==> src/rtl/simeck32_key_expander.sv <==
`default_nettype none
// ============================================================================
//  Module      : simeck32_key_expander
//  Description : Simeck32/64 round-key generator. A master key is expanded
//                once into a 32-entry key buffer (32 cycles), then streamed
//                over a valid/ready interface in forward (encrypt) or reverse
//                (decrypt) order. A stored key set can be replayed without
//                re-expansion.
//  Ports       : clk        rising-edge clock
//                rst        synchronous active-high reset
//                key_in     master key {t2,t1,t0,k0}
//                key_load   start expansion of key_in
//                mode       0 = round 0..31, 1 = round 31..0
//                rk_replay  re-stream stored keys (honoured in HOLD only)
//                rk_ready   downstream accepts the current key
//                rk_out     round key, rk_idx its round index
//                rk_valid   rk_out/rk_idx valid, rk_last final beat
//                busy       expansion in progress
//                keys_held  full key set stored, stream finished
//  Revision    : 1.0  initial release
// ============================================================================
module simeck32_key_expander #(
    parameter int ROUNDS = 32
) (
    input  logic        clk,
    input  logic        rst,
    input  logic [63:0] key_in,
    input  logic        key_load,
    input  logic        mode,
    input  logic        rk_replay,
    input  logic        rk_ready,
    output logic [15:0] rk_out,
    output logic [4:0]  rk_idx,
    output logic        rk_valid,
    output logic        rk_last,
    output logic        busy,
    output logic        keys_held
);

    localparam logic [1:0] c_IDLE   = 2'd0;
    localparam logic [1:0] c_EXPAND = 2'd1;
    localparam logic [1:0] c_SERVE  = 2'd2;
    localparam logic [1:0] c_HOLD   = 2'd3;

    localparam logic [4:0]  c_LAST_IDX = 5'(ROUNDS - 1);
    localparam logic [15:0] c_CONST    = 16'hFFFC;
    localparam logic [4:0]  c_LFSR_INIT = 5'b11111;

    logic [1:0]  r_state;
    logic [1:0]  w_next_state;

    logic [4:0]  r_round;
    logic [4:0]  r_lfsr;
    logic [15:0] r_k;
    logic [15:0] r_t0;
    logic [15:0] r_t1;
    logic [15:0] r_t2;
    logic        r_mode;
    logic [4:0]  r_idx;
    logic [15:0] r_buf [ROUNDS];

    logic        w_accept_load;
    logic        w_handshake;
    logic        w_end_idx;
    logic [15:0] w_rot5;
    logic [15:0] w_rot1;
    logic [15:0] w_new_t;
    logic        w_lfsr_fb;

    // key_load is honoured everywhere except mid-expansion, and always wins
    // over rk_replay.
    assign w_accept_load = key_load && (r_state != c_EXPAND);
    assign w_handshake   = (r_state == c_SERVE) && rk_ready;
    assign w_end_idx     = r_mode ? (r_idx == 5'd0) : (r_idx == c_LAST_IDX);

    // One round of the key schedule; the round constant bit z_i is the LFSR
    // output s[0] and only touches bit 0.
    assign w_rot5    = {r_t0[10:0], r_t0[15:11]};
    assign w_rot1    = {r_t0[14:0], r_t0[15]};
    assign w_new_t   = r_k ^ (r_t0 & w_rot5) ^ w_rot1 ^ c_CONST ^ {15'd0, r_lfsr[0]};
    assign w_lfsr_fb = r_lfsr[2] ^ r_lfsr[0];

    // ------------------------------------------------------------------
    // FSM: state register
    // ------------------------------------------------------------------
    always_ff @(posedge clk) begin
        if (rst) begin
            r_state <= c_IDLE;
        end else begin
            r_state <= w_next_state;
        end
    end

    // ------------------------------------------------------------------
    // FSM: next-state logic
    // ------------------------------------------------------------------
    always_comb begin
        w_next_state = r_state;
        case (r_state)
            c_IDLE: begin
                if (w_accept_load) w_next_state = c_EXPAND;
            end
            c_EXPAND: begin
                if (r_round == c_LAST_IDX) w_next_state = c_SERVE;
            end
            c_SERVE: begin
                if (w_accept_load) begin
                    w_next_state = c_EXPAND;
                end else if (w_handshake && w_end_idx) begin
                    w_next_state = c_HOLD;
                end
            end
            c_HOLD: begin
                if (w_accept_load) begin
                    w_next_state = c_EXPAND;
                end else if (rk_replay) begin
                    w_next_state = c_SERVE;
                end
            end
            default: w_next_state = c_IDLE;
        endcase
    end

    // ------------------------------------------------------------------
    // FSM: outputs
    // ------------------------------------------------------------------
    always_comb begin
        rk_valid  = (r_state == c_SERVE);
        rk_last   = (r_state == c_SERVE) && w_end_idx;
        busy      = (r_state == c_EXPAND);
        keys_held = (r_state == c_HOLD);
        rk_idx    = r_idx;
        // Gated so the buffer (never reset) is not visible before a full
        // expansion has filled it.
        rk_out    = (r_state == c_SERVE) ? r_buf[r_idx] : 16'h0000;
    end

    // ------------------------------------------------------------------
    // Schedule datapath, round counter, stream index and latched mode
    // ------------------------------------------------------------------
    always_ff @(posedge clk) begin
        if (rst) begin
            r_round <= 5'd0;
            r_lfsr  <= c_LFSR_INIT;
            r_k     <= 16'h0000;
            r_t0    <= 16'h0000;
            r_t1    <= 16'h0000;
            r_t2    <= 16'h0000;
            r_mode  <= 1'b0;
            r_idx   <= 5'd0;
        end else if (w_accept_load) begin
            r_round <= 5'd0;
            r_lfsr  <= c_LFSR_INIT;
            r_k     <= key_in[15:0];
            r_t0    <= key_in[31:16];
            r_t1    <= key_in[47:32];
            r_t2    <= key_in[63:48];
            r_mode  <= mode;
        end else begin
            case (r_state)
                c_EXPAND: begin
                    r_k     <= r_t0;
                    r_t0    <= r_t1;
                    r_t1    <= r_t2;
                    r_t2    <= w_new_t;
                    r_lfsr  <= {w_lfsr_fb, r_lfsr[4:1]};
                    r_round <= r_round + 5'd1;
                    if (r_round == c_LAST_IDX) begin
                        r_idx <= r_mode ? c_LAST_IDX : 5'd0;
                    end
                end
                c_SERVE: begin
                    // The index freezes on the final beat; the FSM leaves
                    // SERVE on that handshake.
                    if (w_handshake && !w_end_idx) begin
                        r_idx <= r_mode ? (r_idx - 5'd1) : (r_idx + 5'd1);
                    end
                end
                c_HOLD: begin
                    if (rk_replay) begin
                        r_mode <= mode;
                        r_idx  <= mode ? c_LAST_IDX : 5'd0;
                    end
                end
                default: begin
                end
            endcase
        end
    end

    // ------------------------------------------------------------------
    // Key buffer: k_i lands at index i during expansion cycle i
    // ------------------------------------------------------------------
    always_ff @(posedge clk) begin
        if (!rst && (r_state == c_EXPAND)) begin
            r_buf[r_round] <= r_k;
        end
    end

endmodule
`default_nettype wire

==> config.mk <==
export PLATFORM = sky130hd
export DESIGN_NAME = simeck32_key_expander
export DESIGN_NICKNAME = d
export VERILOG_FILES = /design/src/rtl/simeck32_key_expander.sv
export SDC_FILE = /design/constraint.sdc
export NUM_CORES = 1
export LEC_CHECK = 0
export CAP_MARGIN = 20
export CORE_UTILIZATION = 53
export DETAILED_ROUTE_END_ITERATION = 16
export PLACE_DENSITY = 0.78
export SLEW_MARGIN = 10
export SYNTH_ARGS = -nofsm -noshare
export SYNTH_HDL_FRONTEND = slang
export SYNTH_SLANG_ARGS = --single-unit
==> constraint.sdc <==
create_clock -name clk -period 2.6 [get_ports clk]
set_clock_uncertainty 0.1 [all_clocks]
set_input_delay 0.26 -clock clk [delete_from_list [all_inputs] [get_ports clk]]
set_output_delay 0.26 -clock clk [all_outputs]
set_load 0.005 [all_outputs]
# After elaboration in Yosys (flattened, before gate mapping)
# Memories as Yosys holds them, arrays and structs flattened. A register that Yosys moved wholly into a read port is not among the register bits.
# Cells that the tools add are included.
dict set report word_totals {
  ff_bits 82
  ram_bits 512
  in_bits 70
  output_inout_bits 25
  word_cells 81
  n_memories 1
}
dict set report classes {
  n_addsub 3
  n_eq_ne 12
  muxes 31
  bitwise_logic 7
  reduce_logical 18
}
# name words word_bits read_ports rd_ports_with_merged_regs write_ports line_no
set mem_list {}
lappend mem_list {r_buf 32 16 1 1 1 60} ;# logic [15:0] r_buf [ROUNDS];
# op n
set op_table {}
lappend op_table {{$mux W16} 9}
lappend op_table {{$mux W5} 8}
lappend op_table {{$xor A16 B16 Y16} 2}
lappend op_table {{$and A16 B16 Y16} 1}
lappend op_table {{$xor A16 B1 Y16} 1}
lappend op_table {{$pmux W5 S3} 1}
lappend op_table {{$not A14 Y14} 1}
lappend op_table {{$mux W2} 6}
lappend op_table {{$add A5 B1 Y5 const B} 2}
lappend op_table {{$eq A5 B5 Y1 const B} 2}
lappend op_table {{$pmux W2 S4} 1}
lappend op_table {{$logic_and A1 B1 Y1} 6}
lappend op_table {{$mux W1} 6}
lappend op_table {{$ne A2 B1 Y1 const B} 3}
lappend op_table {{$reduce_bool A2 Y1} 3}
lappend op_table {{$logic_not A5 Y1} 1}
lappend op_table {{$reduce_and A5 Y1} 1}
lappend op_table {{$sub A5 B1 Y5 const B} 1}
lappend op_table {{$eq A2 B2 Y1 const B} 2}
lappend op_table {{$ne A2 B2 Y1 const B} 2}
lappend op_table {{$reduce_and A4 Y1} 1}
lappend op_table {{$ne A3 B1 Y1 const B} 1}
lappend op_table {{$ne A3 B2 Y1 const B} 1}
lappend op_table {{$reduce_bool A3 Y1} 1}
lappend op_table {{other kinds (7)} 8}

# Logic depth before layout (Yosys ltp)
# Gate-level depths: netlist (run 1).
dict set report depth {
  depth_word 8
  mapped_depth 7
}

# Worst setup path before layout (run 1)
# OpenSTA, ideal clock, no wires.
dict set report synth_timing {
  path_kind {register to register}
  from {reg r_state[1]}
  to {mem r_buf[22][0], enable pin}
  t_arrival_ns 1.856
  required_time_ns 2.112
  path_slack_ns 0.255
  path_stages_with_launch 7
  period_less_slack_ns 2.345
  cell_sequence {dfxtp_1 > buf_6 > nand2b_1 > clkbuf_1 > nor2_1 > nand2_1 > nor2_1}
}
dict set report synth_via {
  elab_chain_cells 4
}
# item line_no
set synth_rtl {}
lappend synth_rtl {{start, declared} 49} ;# logic [1:0] r_state;
lappend synth_rtl {{start signal, assigned} 88} ;# r_state <= c_IDLE;
lappend synth_rtl {{start signal, assigned} 90} ;# r_state <= w_next_state;
lappend synth_rtl {{$eq A2 B1 Y1} 195} ;# if (!rst && (r_state == c_EXPAND)) begin
lappend synth_rtl {{$logic_and A1 B1 Y1} 195}
lappend synth_rtl {{$mux W1} 195}
lappend synth_rtl {{$mux W1 (implied by the code)} 196} ;# r_buf[r_round] <= r_k;
lappend synth_rtl {{end, declared} 60}
# Every way passes these cells.

==> results of run 1 <==
[flip-flops by register name (all words and copies together), names as in the netlist, 5 cells and up, named ones only]
name / flops
r_buf: 512
r_k: 16
r_t0: 16
r_t1: 16
r_t2: 16
r_lfsr: 5
r_round: 5
rk_idx: 5
[layout make-up]
class | instances | area (µm²) | area share (%)
repair buffers | 252 | 2590 | 8.84
diodes | 1 | 2.50 | 0.00856
clock buffers | 71 | 1530 | 5.24
well taps | 592 | 741 | 2.53
inverters | 12 | 48.8 | 0.167
multi-input cells | 649 | 6810 | 23.3
flip-flops and latches | 599 | 17100 | 58.6
clock inverters | 34 | 394 | 1.35
[what timing repair did]
action	in CTS	in global routing
setup buffers	27	2
gates resized for setup	184	7
hold buffers	1	0
endpoints found under the hold margin	1	0
endpoints found under the setup margin	18	17
pin swaps	32	10
gates cloned	8	0
[per-stage QoR]
step	utilization, %	total power, W
2_1_floorplan	-	0.0114
3_3_place_gp	59.3	0.0118
3_5_place_dp	59.3	0.0118
4_1_cts	65.4	0.0202
5_1_grt	65.6	0.0207
6_report	65.6	0.0201
[cell usage in the layout (no fill, tap or decap), drive strengths merged, types with 2 or more instances in the layout]
cell             n
a22oi           16
inv             11
a31oi           16
clkdlybuf4s50   75
a221oi          22
mux4           112
nand2b           5
a221o           16
and2             3
o2111ai          4
nand3            5
clkinvlp         3
edfxtp         512
ha               8
bufbuf           2
dfxtp           87
nor2           108
clkinv          24
buf            173
clkbuf          71
nor2b            3
a21o             3
a21oi            9
mux2i          131
nand2           47
bufinv           8
and2b            3
xor2             5
nand3b           4
o21ai           12
nand4            2
xnor2           33
a211oi          65
and3             2
or3b             2
[routing by layer]
layer  wire length (µm)  track usage [%]
met5                 13                0
met1              22800             33.8
met4               2480             10.2
met3               5370             5.68
met2              29000             42.7
[worst min path at each step]
stage	start	endpoint	slack [ns]
2_1_floorplan	mode	r_mode$_SDFFE_PP0P_	0.31
3_3_place_gp	r_lfsr[4]$_SDFFE_PP1P_	r_lfsr[3]$_SDFFE_PP1P_	0.35
3_5_place_dp	r_lfsr[1]$_SDFFE_PP1P_	r_lfsr[0]$_SDFFE_PP1P_	0.36
4_1_cts	key_in[55]	r_t2[7]$_SDFFE_PP0P_	0.18
5_1_grt	key_in[30]	r_t0[14]$_SDFFE_PP0P_	0.21
6_report	mode	r_mode$_SDFFE_PP0P_	0.21
[power by group through the flow]
stage | Clock (W) | Combinational (W) | Sequential, W
after global routing | 0.00896 | 0.000956 | 0.0107
after floorplan | 0 | 0.000402 | 0.0110
after CTS | 0.00858 | 0.000884 | 0.0107
after detailed placement | 0 | 0.000863 | 0.0109
final | 0.00852 | 0.000894 | 0.0107
after global placement | 0 | 0.000828 | 0.0109
[cells by family after synthesis]
| family | after synthesis |
|---|---|
| flops | 599 |
| compound gates | 171 |
| xor+xnor | 38 |
| mux | 243 |
| buf+inv | 98 |
| simple gates | 187 |
| fa+ha+maj | 9 |
[tightest hold or removal path: cells and delay by family]
| family | cells | cell delay, ns |
|---|---|---|
| AND/OR/NAND/NOR | 1 | 0.05 |
| buffers and inverters | 1 | 0.42 |
| multiplexers | 1 | 0.14 |
==> flow_results.xml, run 1 <==
<?xml version="1.0" encoding="UTF-8"?>
<metrics>
  <group name="min_path">
    <metric name="min_delay_path_depth" unit="">3</metric>
    <metric name="holdCritPathClass" unit="">primary input to flip-flop</metric>
  </group>
  <group name="logic_synthesis">
    <metric name="synthArstFlopShare" unit="%">0</metric>
    <metric name="synthFlopType" unit="">sky130_fd_sc_hd__edfxtp_1</metric>
    <metric name="synth_cells" unit="">1345</metric>
    <metric name="synth_simple_gate_area_share" unit="%">3.30</metric>
    <metric name="most_used_standard_cells_in_the_synthesized_netlist" unit="">sky130_fd_sc_hd__edfxtp_1, sky130_fd_sc_hd__mux2i_1, sky130_fd_sc_hd__nor2_1</metric>
    <metric name="synth_seq_area_share" unit="%">70.9</metric>
    <metric name="net_count_of_the_mapped_netlist" unit="">1424</metric>
    <metric name="post_synth_main_area_contributors" unit="">sky130_fd_sc_hd__edfxtp_1, sky130_fd_sc_hd__mux4_2, sky130_fd_sc_hd__dfxtp_1, sky130_fd_sc_hd__mux2i_1, sky130_fd_sc_hd__a211oi_1</metric>
    <metric name="synth_compound_gate_area_share" unit="%">5.50</metric>
    <metric name="synth.most_common_cell" unit="">sky130_fd_sc_hd__edfxtp_1</metric>
    <metric name="synth_cell_types" unit="">52</metric>
    <metric name="synth_top_area_share" unit="%">63.7</metric>
    <metric name="netlist_area_pre_place" unit="mm²">0.0242</metric>
    <metric name="synth_enable_flop_cells" unit="">512</metric>
    <metric name="yosysWarnings" unit="">0</metric>
    <metric name="largest_family_of_logic_cells_by_synthesized_area" unit="">multiplexers</metric>
    <metric name="synth_fa_ha_area_share" unit="%">0.497</metric>
    <metric name="yosys.area.top_type" unit="">sky130_fd_sc_hd__edfxtp_1</metric>
    <metric name="synth_mux_area_share" unit="%">16.1</metric>
    <metric name="synth_xor_area_share" unit="%">1.38</metric>
    <metric name="synth_seq_cells" unit="">599</metric>
    <metric name="postSynthAreaPerCell" unit="µm²">18.0</metric>
  </group>
  <group name="floorplan">
    <metric name="number_of_ports_placed_on_the_die_boundary" unit="">95</metric>
    <metric name="initial_utilization" unit="%">54.1</metric>
    <metric name="num_rows" unit="">77</metric>
    <metric name="fp.dieH" unit="µm">215</metric>
    <metric name="design.core.area" unit="mm²">0.0446</metric>
    <metric name="die-width" unit="µm">215</metric>
    <metric name="die-area" unit="mm²">0.0464</metric>
  </group>
  <group name="placement">
    <metric name="port_buffers" unit="">94</metric>
    <metric name="gp_routability_congestion" unit="">0.920</metric>
    <metric name="dp_slack" unit="ns">-0.337</metric>
    <metric name="placed_cells" unit="">2067</metric>
    <metric name="dpl.hpwl" unit="mm">34.4</metric>
    <metric name="post_place_cell_area" unit="mm²">0.0265</metric>
  </group>
  <group name="pwr">
    <metric name="power.clock.fraction" unit="%">42.3</metric>
    <metric name="p_sw" unit="W">0.00420</metric>
    <metric name="power.sequential.fraction" unit="%">53.2</metric>
    <metric name="max-vdd-ir-drop" unit="mV">0.598</metric>
    <metric name="sw_share" unit="%">20.9</metric>
    <metric name="power_frac_comb" unit="%">4.4</metric>
    <metric name="p_int" unit="W">0.0159</metric>
    <metric name="pwr_density_cell" unit="mW/mm²">689</metric>
    <metric name="power.static_leakage" unit="nW">9.71</metric>
  </group>
  <group name="clock_network">
    <metric name="cts_htree_levels" unit="">2</metric>
    <metric name="clk_latency" unit="ns">0.60</metric>
    <metric name="ctsRootBufferMaster" unit="">sky130_fd_sc_hd__clkbuf_16</metric>
    <metric name="tritoncts_num_sinks" unit="">599</metric>
    <metric name="tritoncts.num_buffers" unit="">58</metric>
    <metric name="cts_tree" unit="">built</metric>
    <metric name="clock_tree.buffer_depth" unit="">3</metric>
    <metric name="clk_transition_reported_paths" unit="ns">0.07</metric>
  </group>
  <group name="critical_path">
    <metric name="cp.depth" unit="">8</metric>
    <metric name="r2r_setup_slk" unit="ns">0.30</metric>
    <metric name="critPathTopFamily" unit="">multiplexers</metric>
    <metric name="critPathMaxStageDelay" unit="ns">0.51</metric>
    <metric name="cp.buffers_inverters" unit="">4</metric>
    <metric name="critical_path_class" unit="">flip-flop to output port</metric>
    <metric name="critPathRequiredTime" unit="ns">2.24</metric>
    <metric name="crit_path_end" unit="">rk_out[4]</metric>
    <metric name="worst_path_arrival_time" unit="ns">2.63</metric>
    <metric name="reg2reg_from" unit="">r_round[0]$_SDFFE_PP0P_</metric>
    <metric name="timing.critical_path.fanout_max" unit="">7</metric>
    <metric name="setup.worst_path.start_class" unit="">flip-flop</metric>
    <metric name="setup.worst_path.end_class" unit="">output port</metric>
    <metric name="crit_path_top_delay_cell" unit="">sky130_fd_sc_hd__mux4_2</metric>
    <metric name="r2r_cells" unit="">7</metric>
    <metric name="path_common_cell" unit="">sky130_fd_sc_hd__buf_12</metric>
    <metric name="critical_path.cell_chain" unit="">buf_12 -&gt; buf_12 -&gt; buf_4 -&gt; mux4_2 -&gt; mux2i_2 -&gt; a221o_1 -&gt; a31oi_1 -&gt; buf_2</metric>
  </group>
  <group name="detailed_routing">
    <metric name="drtPass1Iterations" unit="">8</metric>
    <metric name="drt_wl_total" unit="mm">59.7</metric>
    <metric name="drt_iter0_markers" unit="">1627</metric>
    <metric name="drtAntennaViolNets" unit="">0</metric>
    <metric name="detail_route.vias_per_cell" unit="">6.26</metric>
    <metric name="drc_errors" unit="">0</metric>
    <metric name="vias" unit="">13800</metric>
    <metric name="post_drt_wl_per_cell" unit="µm">27.0</metric>
  </group>
  <group name="global_routing">
    <metric name="grt_first_pass_wirelength" unit="mm">88.5</metric>
    <metric name="grt_antenna_before_repair" unit="">1</metric>
    <metric name="largest_net_degree_at_the_start_of_global_routing" unit="">137</metric>
    <metric name="grt_usage" unit="%">25.9</metric>
    <metric name="gr-total-overflow" unit="">0</metric>
    <metric name="grt_pass1_vias" unit="">14000</metric>
  </group>
  <group name="timing">
    <metric name="rsz0062_at_grt" unit="">true</metric>
    <metric name="setup_viol_count_final" unit="">16</metric>
    <metric name="max_freq" unit="MHz">335</metric>
    <metric name="fin_setup_tns" unit="ns">-5.53</metric>
    <metric name="timing.hold.ws" unit="ns">0.208</metric>
    <metric name="final.period_utilization" unit="%">115</metric>
    <metric name="hold_viol_final" unit="">0</metric>
    <metric name="fin_ws" unit="ns">-0.389</metric>
    <metric name="worst_pin_slew" unit="ns">0.984</metric>
    <metric name="period_minus_slack" unit="ns">2.99</metric>
    <metric name="max-slew-margin-rel" unit="%">34.2</metric>
    <metric name="drv_slew" unit="">0</metric>
  </group>
  <group name="final_layout">
    <metric name="final_layout_size_suffix_gt1_share" unit="%">27.0</metric>
    <metric name="nNetsFinal" unit="">1651</metric>
    <metric name="design_area" unit="mm²">0.0292</metric>
    <metric name="fin_cells" unit="">2210</metric>
    <metric name="areaGrowthSynthToFinish" unit="%">21.1</metric>
    <metric name="fill_cells" unit="">2811</metric>
  </group>
  <group name="outcome">
    <metric name="violations" unit="">negative setup slack</metric>
    <metric name="outcome" unit="">finished with violations</metric>
  </group>
  <group name="flow_run">
    <metric name="cap_viol_max_count" unit="">0</metric>
  </group>
</metrics>
No activity file was read; power rests on OpenSTA's default activity.
==> run 2, diff against run 1 <==
--- a/config.mk
+++ b/config.mk
@@ -8,6 +8,7 @@
 export CAP_MARGIN = 20
 export CORE_UTILIZATION = 53
 export DETAILED_ROUTE_END_ITERATION = 16
+export MAX_ROUTING_LAYER = met4
 export PLACE_DENSITY = 0.78
 export SLEW_MARGIN = 10
 export SYNTH_ARGS = -nofsm -noshare
==> run 2 against run 1 <==
Compared with the run above: utilization increased by 0.092 points; sequential share of layout area decreased by 0.083 points; via count decreased by 0.46%; sequential power about the same; clock power about the same; combinational power about the same; routed wire length increased by 0.54%; fmax about the same; global-route usage increased by 0.80 points; non-clock buffer count unchanged; the flow still finishes with violations (negative setup slack); total power about the same; final cell count about the same.
==> flow_results.xml, run 2 (synthesis results as in run 1) <==
<?xml version="1.0" encoding="UTF-8"?>
<metrics>
  <group name="outcome">
    <metric name="outcome" unit="">finished with violations</metric>
    <metric name="violations" unit="">negative setup slack</metric>
  </group>
  <group name="detailed_routing">
    <metric name="vias" unit="">13800</metric>
    <metric name="drc_errors" unit="">0</metric>
    <metric name="post_drt_wl_per_cell" unit="µm">27.1</metric>
    <metric name="drtAntennaViolNets" unit="">0</metric>
    <metric name="drt_wl_total" unit="mm">60.0</metric>
    <metric name="drt_iter0_markers" unit="">1550</metric>
    <metric name="drtPass1Iterations" unit="">5</metric>
    <metric name="detail_route.vias_per_cell" unit="">6.23</metric>
  </group>
  <group name="floorplan">
    <metric name="die-width" unit="µm">215</metric>
    <metric name="number_of_ports_placed_on_the_die_boundary" unit="">95</metric>
    <metric name="design.core.area" unit="mm²">0.0446</metric>
    <metric name="fp.dieH" unit="µm">215</metric>
    <metric name="initial_utilization" unit="%">54.1</metric>
    <metric name="die-area" unit="mm²">0.0464</metric>
    <metric name="num_rows" unit="">77</metric>
  </group>
  <group name="critical_path">
    <metric name="worst_path_arrival_time" unit="ns">2.63</metric>
    <metric name="setup.worst_path.end_class" unit="">output port</metric>
    <metric name="critical_path_class" unit="">flip-flop to output port</metric>
    <metric name="critPathRequiredTime" unit="ns">2.24</metric>
    <metric name="setup.worst_path.start_class" unit="">flip-flop</metric>
    <metric name="timing.critical_path.fanout_max" unit="">6</metric>
  </group>
  <group name="clock_network">
    <metric name="tritoncts_num_sinks" unit="">599</metric>
    <metric name="clock_tree.buffer_depth" unit="">3</metric>
    <metric name="clk_transition_reported_paths" unit="ns">0.06</metric>
    <metric name="ctsRootBufferMaster" unit="">sky130_fd_sc_hd__clkbuf_16</metric>
    <metric name="cts_htree_levels" unit="">2</metric>
    <metric name="cts_tree" unit="">built</metric>
    <metric name="tritoncts.num_buffers" unit="">58</metric>
    <metric name="clk_latency" unit="ns">0.61</metric>
  </group>
  <group name="final_layout">
    <metric name="areaGrowthSynthToFinish" unit="%">21.2</metric>
    <metric name="max_flop_register" unit="">r_buf</metric>
    <metric name="final_layout_size_suffix_gt1_share" unit="%">27.4</metric>
    <metric name="largest_reg_flops" unit="">512</metric>
    <metric name="layout_common_cells" unit="">sky130_fd_sc_hd__edfxtp_1, sky130_fd_sc_hd__mux2i_1, sky130_fd_sc_hd__mux4_2, sky130_fd_sc_hd__buf_4, sky130_fd_sc_hd__nor2_1</metric>
    <metric name="design_area" unit="mm²">0.0293</metric>
    <metric name="nNetsFinal" unit="">1651</metric>
    <metric name="fin_cells" unit="">2211</metric>
    <metric name="final_common_cell" unit="">sky130_fd_sc_hd__edfxtp_1</metric>
  </group>
  <group name="placement">
    <metric name="dpl.hpwl" unit="mm">34.4</metric>
    <metric name="post_place_cell_area" unit="mm²">0.0265</metric>
    <metric name="port_buffers" unit="">94</metric>
    <metric name="gp_routability_congestion" unit="">0.936</metric>
    <metric name="placed_cells" unit="">2067</metric>
  </group>
  <group name="pwr">
    <metric name="power.static_leakage" unit="nW">9.71</metric>
    <metric name="max-vdd-ir-drop" unit="mV">0.599</metric>
    <metric name="design_power_total" unit="W">0.0202</metric>
    <metric name="pwr_density_cell" unit="mW/mm²">688</metric>
  </group>
  <group name="min_path">
    <metric name="holdCritPathClass" unit="">primary input to flip-flop</metric>
  </group>
  <group name="timing">
    <metric name="setup_viol_count_final" unit="">16</metric>
    <metric name="final.period_utilization" unit="%">115</metric>
    <metric name="drv_slew" unit="">0</metric>
    <metric name="max_freq" unit="MHz">334</metric>
    <metric name="fin_setup_tns" unit="ns">-5.54</metric>
    <metric name="hold_viol_final" unit="">0</metric>
    <metric name="worst_pin_slew" unit="ns">0.863</metric>
    <metric name="max-slew-margin-rel" unit="%">42.5</metric>
    <metric name="rsz0062_at_grt" unit="">true</metric>
    <metric name="period_minus_slack" unit="ns">2.99</metric>
    <metric name="fin_ws" unit="ns">-0.392</metric>
  </group>
  <group name="global_routing">
    <metric name="grt_first_pass_wirelength" unit="mm">88.5</metric>
    <metric name="largest_net_degree_at_the_start_of_global_routing" unit="">137</metric>
    <metric name="grt_pass1_vias" unit="">14000</metric>
    <metric name="gr-total-overflow" unit="">0</metric>
    <metric name="grt_usage" unit="%">26.7</metric>
    <metric name="grt_antenna_before_repair" unit="">1</metric>
  </group>
  <group name="flow_run">
    <metric name="cap_viol_max_count" unit="">0</metric>
  </group>
</metrics>
[run 2: changes by cell type in the layout (fill, tap and decap cells not counted), sizes merged]
cell	change
diode	+1
[run 2: layout make-up]
class / count / area, µm²
inverters: 12 / 48.8
well taps: 592 / 741
clock buffers: 71 / 1530
fillers: 2797 / 15300
diodes: 2 / 5.00
repair buffers: 252 / 2590
flip-flops and latches: 599 / 17100
multi-input cells: 649 / 6840
clock inverters: 34 / 394
[run 2: routing by layer]
metal / GRT usage (%) / share of wire (%) / up-vias
met1: 33.6 / 38 / 7049
met5: - / 0 / -
met3: 5.53 / 8.6 / 151
met4: 10.4 / 4.0 / 0
li1: - / - / 5872
met2: 42.8 / 49 / 698
[run 2: where the power goes]
group	switching, W	internal, W	leakage, nW
clock	0.00356	0.00497	0.935
combinational	0.000551	0.000345	3.37
sequential	0.000103	0.0106	5.41
total	0.00422	0.0159	9.71
[run 2: worst paths after layout]
| path | start | end | cells past startpoint | slack [ns] |
|---|---|---|---|---|
| setup / recovery | flip-flop | rk_out[15] | 8 | -0.39 |
| hold / removal | key_in[55] | r_t2[7]$_SDFFE_PP0P_ | 3 | 0.20 |
| setup reg to reg | r_round[0]$_SDFFE_PP0P_ | flip-flop | 7 | 0.25 |
| hold reg to reg | r_lfsr[3]$_SDFFE_PP1P_ | r_lfsr[3]$_SDFFE_PP1P_ | 2 | 0.38 |
[run 2: stage by stage]
step | hold WS (ns) | setup slack (ns) | util (%)
2_1_floorplan | 0.307 | 0.255 | -
3_3_place_gp | 0.350 | -0.173 | 59.3
3_5_place_dp | 0.361 | -0.337 | 59.3
4_1_cts | 0.184 | -0.387 | 65.4
5_1_grt | 0.211 | -0.445 | 65.6
6_report | 0.204 | -0.392 | 65.7
[run 2: worst max-delay path, stage by stage (launching register included)]
cell                      delay [ns]
sky130_fd_sc_hd__dfxtp_4        0.40
sky130_fd_sc_hd__buf_12         0.15
sky130_fd_sc_hd__buf_16         0.13
sky130_fd_sc_hd__buf_6          0.09
sky130_fd_sc_hd__mux4_2         0.51
sky130_fd_sc_hd__mux2i_2        0.23
sky130_fd_sc_hd__a221o_1        0.29
sky130_fd_sc_hd__a31oi_1        0.07
sky130_fd_sc_hd__buf_2          0.14
[run 2: timing repair]
item                                    CTS  global route
resized for setup                       184            15
endpoints found under the setup margin   18            17
cloned                                    8             0
setup buffers                            27             3
pin swaps                                32            15
hold buffers                              1             0
hold endpoints to repair                  1             0
==> run 3, diff against run 2 <==
--- a/config.mk
+++ b/config.mk
@@ -14,3 +14,4 @@
 export SYNTH_ARGS = -nofsm -noshare
 export SYNTH_HDL_FRONTEND = slang
 export SYNTH_SLANG_ARGS = --single-unit
+export TNS_END_PERCENT = 100
==> constraint.sdc (replaced) <==
create_clock -name clk -period 3.1 [get_ports clk]
set_clock_uncertainty 0.1 [all_clocks]
set_input_delay 0.31 -clock clk [delete_from_list [all_inputs] [get_ports clk]]
set_output_delay 0.31 -clock clk [all_outputs]
set_load 0.005 [all_outputs]
==> run 3 against run 2 <==
Compared with the run above: the run still ends with negative setup slack left; final area shrank 2.6%; global-route usage shrank 0.41 points; final cell count shrank 1.9%; total power shrank 19%; combinational power shrank 18%; clock power shrank 23%; hold slack lost 0.043 ns; sequential power shrank 16%; die area is the same; non-clock buffer count shrank 32; worst setup slack gained 0.35 ns; count of clock-buffer cells in the layout shrank 2.
==> flow_results.xml, run 3 (synthesis results as in run 1) <==
<?xml version="1.0" encoding="UTF-8"?>
<metrics>
  <group name="clock_network">
    <metric name="tritoncts.num_buffers" unit="">57</metric>
    <metric name="ctsRootBufferMaster" unit="">sky130_fd_sc_hd__clkbuf_16</metric>
    <metric name="post_cts_hold_buffer_count" unit="">0</metric>
    <metric name="cts_htree_levels" unit="">2</metric>
    <metric name="tritoncts_num_sinks" unit="">599</metric>
    <metric name="clk_transition_reported_paths" unit="ns">0.06</metric>
    <metric name="cts_tree" unit="">built</metric>
    <metric name="clock_tree.buffer_depth" unit="">3</metric>
    <metric name="clk_latency" unit="ns">0.61</metric>
  </group>
  <group name="timing">
    <metric name="worst_pin_slew" unit="ns">0.836</metric>
    <metric name="drv_slew" unit="">0</metric>
    <metric name="hold_viol_final" unit="">0</metric>
    <metric name="fin_ws" unit="ns">-0.0416</metric>
    <metric name="max_freq" unit="MHz">318</metric>
    <metric name="fin_setup_tns" unit="ns">-0.0553</metric>
    <metric name="timing.hold.ws" unit="ns">0.161</metric>
    <metric name="max-slew-margin-rel" unit="%">44.2</metric>
    <metric name="setup_viol_count_final" unit="">2</metric>
    <metric name="rsz0062_at_grt" unit="">true</metric>
    <metric name="final.period_utilization" unit="%">101</metric>
    <metric name="period_minus_slack" unit="ns">3.14</metric>
  </group>
  <group name="critical_path">
    <metric name="reg2reg_from" unit="">r_state[0]$_SDFFE_PP0P_</metric>
    <metric name="timing.critical_path.fanout_max" unit="">6</metric>
    <metric name="critical_path.cell_chain" unit="">buf_12 -&gt; buf_12 -&gt; buf_8 -&gt; buf_6 -&gt; mux4_2 -&gt; mux2i_2 -&gt; a221o_1 -&gt; a31oi_2 -&gt; buf_2</metric>
    <metric name="reg2reg_to" unit="">r_buf[24][8]$_DFFE_PP_</metric>
    <metric name="r2r_setup_slk" unit="ns">0.73</metric>
    <metric name="critical_path_class" unit="">flip-flop to output port</metric>
    <metric name="critPathMaxStageDelay" unit="ns">0.50</metric>
    <metric name="crit_path_top_delay_cell" unit="">sky130_fd_sc_hd__mux4_2</metric>
    <metric name="r2r_cells" unit="">5</metric>
    <metric name="setup.worst_path.start_class" unit="">flip-flop</metric>
    <metric name="critPathRequiredTime" unit="ns">2.69</metric>
    <metric name="crit_path_end" unit="">rk_out[8]</metric>
    <metric name="worst_path_arrival_time" unit="ns">2.73</metric>
    <metric name="path_common_cell" unit="">sky130_fd_sc_hd__buf_12</metric>
    <metric name="setup.worst_path.end_class" unit="">output port</metric>
  </group>
  <group name="pwr">
    <metric name="power_frac_comb" unit="%">4.5</metric>
    <metric name="sw_share" unit="%">21.2</metric>
    <metric name="power.static_leakage" unit="nW">9.35</metric>
    <metric name="power.sequential.fraction" unit="%">55.3</metric>
    <metric name="power.clock.fraction" unit="%">40.2</metric>
    <metric name="max-vdd-ir-drop" unit="mV">0.438</metric>
    <metric name="p_int" unit="W">0.0128</metric>
    <metric name="p_sw" unit="W">0.00345</metric>
    <metric name="pwr_density_cell" unit="mW/mm²">570</metric>
  </group>
  <group name="final_layout">
    <metric name="layout_common_cells" unit="">sky130_fd_sc_hd__edfxtp_1, sky130_fd_sc_hd__mux2i_1, sky130_fd_sc_hd__nor2_1</metric>
    <metric name="design_area" unit="mm²">0.0285</metric>
    <metric name="max_flop_register" unit="">r_buf</metric>
    <metric name="areaGrowthSynthToFinish" unit="%">18.1</metric>
    <metric name="final_layout_size_suffix_gt1_share" unit="%">23.9</metric>
    <metric name="final_core_util" unit="%">64.0</metric>
    <metric name="nNetsFinal" unit="">1617</metric>
    <metric name="fill_cells" unit="">2918</metric>
    <metric name="largest_reg_flops" unit="">512</metric>
    <metric name="final_common_cell" unit="">sky130_fd_sc_hd__edfxtp_1</metric>
  </group>
  <group name="detailed_routing">
    <metric name="post_drt_wl_per_cell" unit="µm">26.9</metric>
    <metric name="drtPass1Iterations" unit="">7</metric>
    <metric name="drt_wl_total" unit="mm">58.4</metric>
    <metric name="vias" unit="">13600</metric>
    <metric name="drc_errors" unit="">0</metric>
    <metric name="drtAntennaViolNets" unit="">0</metric>
    <metric name="detail_route.vias_per_cell" unit="">6.27</metric>
    <metric name="drt_iter0_markers" unit="">1598</metric>
  </group>
  <group name="floorplan">
    <metric name="initial_utilization" unit="%">54.1</metric>
    <metric name="number_of_ports_placed_on_the_die_boundary" unit="">95</metric>
    <metric name="die-area" unit="mm²">0.0464</metric>
    <metric name="die-width" unit="µm">215</metric>
    <metric name="design.core.area" unit="mm²">0.0446</metric>
    <metric name="fp.dieH" unit="µm">215</metric>
    <metric name="num_rows" unit="">77</metric>
  </group>
  <group name="flow_run">
    <metric name="cap_viol_max_count" unit="">0</metric>
  </group>
  <group name="global_routing">
    <metric name="grt_antenna_before_repair" unit="">3</metric>
    <metric name="grt_pass1_vias" unit="">13900</metric>
    <metric name="grt_usage" unit="%">26.3</metric>
    <metric name="largest_net_degree_at_the_start_of_global_routing" unit="">138</metric>
    <metric name="gr-total-overflow" unit="">0</metric>
    <metric name="grt_first_pass_wirelength" unit="mm">87.2</metric>
  </group>
  <group name="placement">
    <metric name="dpl.hpwl" unit="mm">34.5</metric>
    <metric name="post_place_cell_area" unit="mm²">0.0262</metric>
    <metric name="port_buffers" unit="">94</metric>
    <metric name="gp_routability_congestion" unit="">0.891</metric>
  </group>
  <group name="outcome">
    <metric name="outcome" unit="">finished with violations</metric>
    <metric name="violations" unit="">negative setup slack</metric>
  </group>
  <group name="min_path">
    <metric name="holdCritPathClass" unit="">primary input to flip-flop</metric>
  </group>
</metrics>
## run 3: changes by cell type in the layout (fill, tap and decap cells not counted), sizes merged
cell           previous run  this run
buf                     173       136
bufinv                    8         2
clkinvlp                  3         8
clkbuf                   71        74
bufbuf                    2         0
clkdlybuf4s15             0         2
dlygate4sd3               1         0
inv                      11        12
and2b                     3         2
clkinv                   24        18
clkdlybuf4s50            75        76
## run 3: worst min-delay path by stage
stage,depth (start not counted),from,to,slack (ns)
floorplan,2,r_lfsr[1]$_SDFFE_PP1P_,r_lfsr[1]$_SDFFE_PP1P_,0.34
global placement,2,r_lfsr[4]$_SDFFE_PP1P_,r_lfsr[3]$_SDFFE_PP1P_,0.35
detailed placement,2,r_lfsr[1]$_SDFFE_PP1P_,r_lfsr[0]$_SDFFE_PP1P_,0.37
CTS,2,key_load,r_state[0]$_SDFFE_PP0P_,0.12
global route,2,key_load,r_state[0]$_SDFFE_PP0P_,0.17
finish,2,key_load,r_state[0]$_SDFFE_PP0P_,0.16
## run 3: routing by layer
| metal | track usage, % | vias to the layer above | routed length (µm) |
|---|---|---|---|
| met5 | - | - | 0 |
| met2 | 41.8 | 750 | 28500 |
| met4 | 10.4 | 0 | 2240 |
| li1 | - | 5798 | - |
| met3 | 6.00 | 139 | 5330 |
| met1 | 33.0 | 6925 | 22300 |
## run 3: power by group through the flow
stage | Combinational, W | Sequential [W] | Clock [W]
after global routing | 0.000793 | 0.00900 | 0.00693
after global placement | 0.000694 | 0.00916 | 0
final | 0.000735 | 0.00899 | 0.00654
after floorplan | 0.000337 | 0.00922 | 0
after detailed placement | 0.000722 | 0.00916 | 0
after CTS | 0.000735 | 0.00899 | 0.00662
## run 3: layout make-up
class	instances	area, µm²	area share [%]
clock buffers	69	1510	5.31
well taps	592	741	2.60
diodes	2	5.00	0.0175
clock inverters	28	206	0.723
multi-input cells	648	6720	23.5
repair buffers	220	2170	7.61
flip-flops and latches	599	17100	60.0
inverters	12	51.3	0.180
## run 3: metrics by stage
stage | total power, W | setup WS [ns] | cells
4_1_cts | 0.0163 | -0.0264 | 2163
2_1_floorplan | 0.00956 | 0.755 | 1345
6_report | 0.0163 | -0.0416 | 2170
3_5_place_dp | 0.00989 | 0.0474 | 2038
3_3_place_gp | 0.00985 | 0.128 | 2038
5_1_grt | 0.0167 | -0.0888 | 2170
## run 3: worst max-delay path: cells and delay by family (launching register included)
| family | cells | cell delay, ns |
|---|---|---|
| muxes | 2 | 0.71 |
| buffers and inverters | 5 | 0.63 |
| AOI/OAI and AO/OA | 2 | 0.40 |
| DFF | 1 | 0.37 |
## run 3: repair_timing
action / in CTS / in global routing
pin swaps: 22 / 13
buffers inserted: 25 / 6
hold endpoints to repair: 0 / 0
gates cloned: 3 / 0
endpoints found under the setup margin: 17 / 13
gates resized for setup: 114 / 21
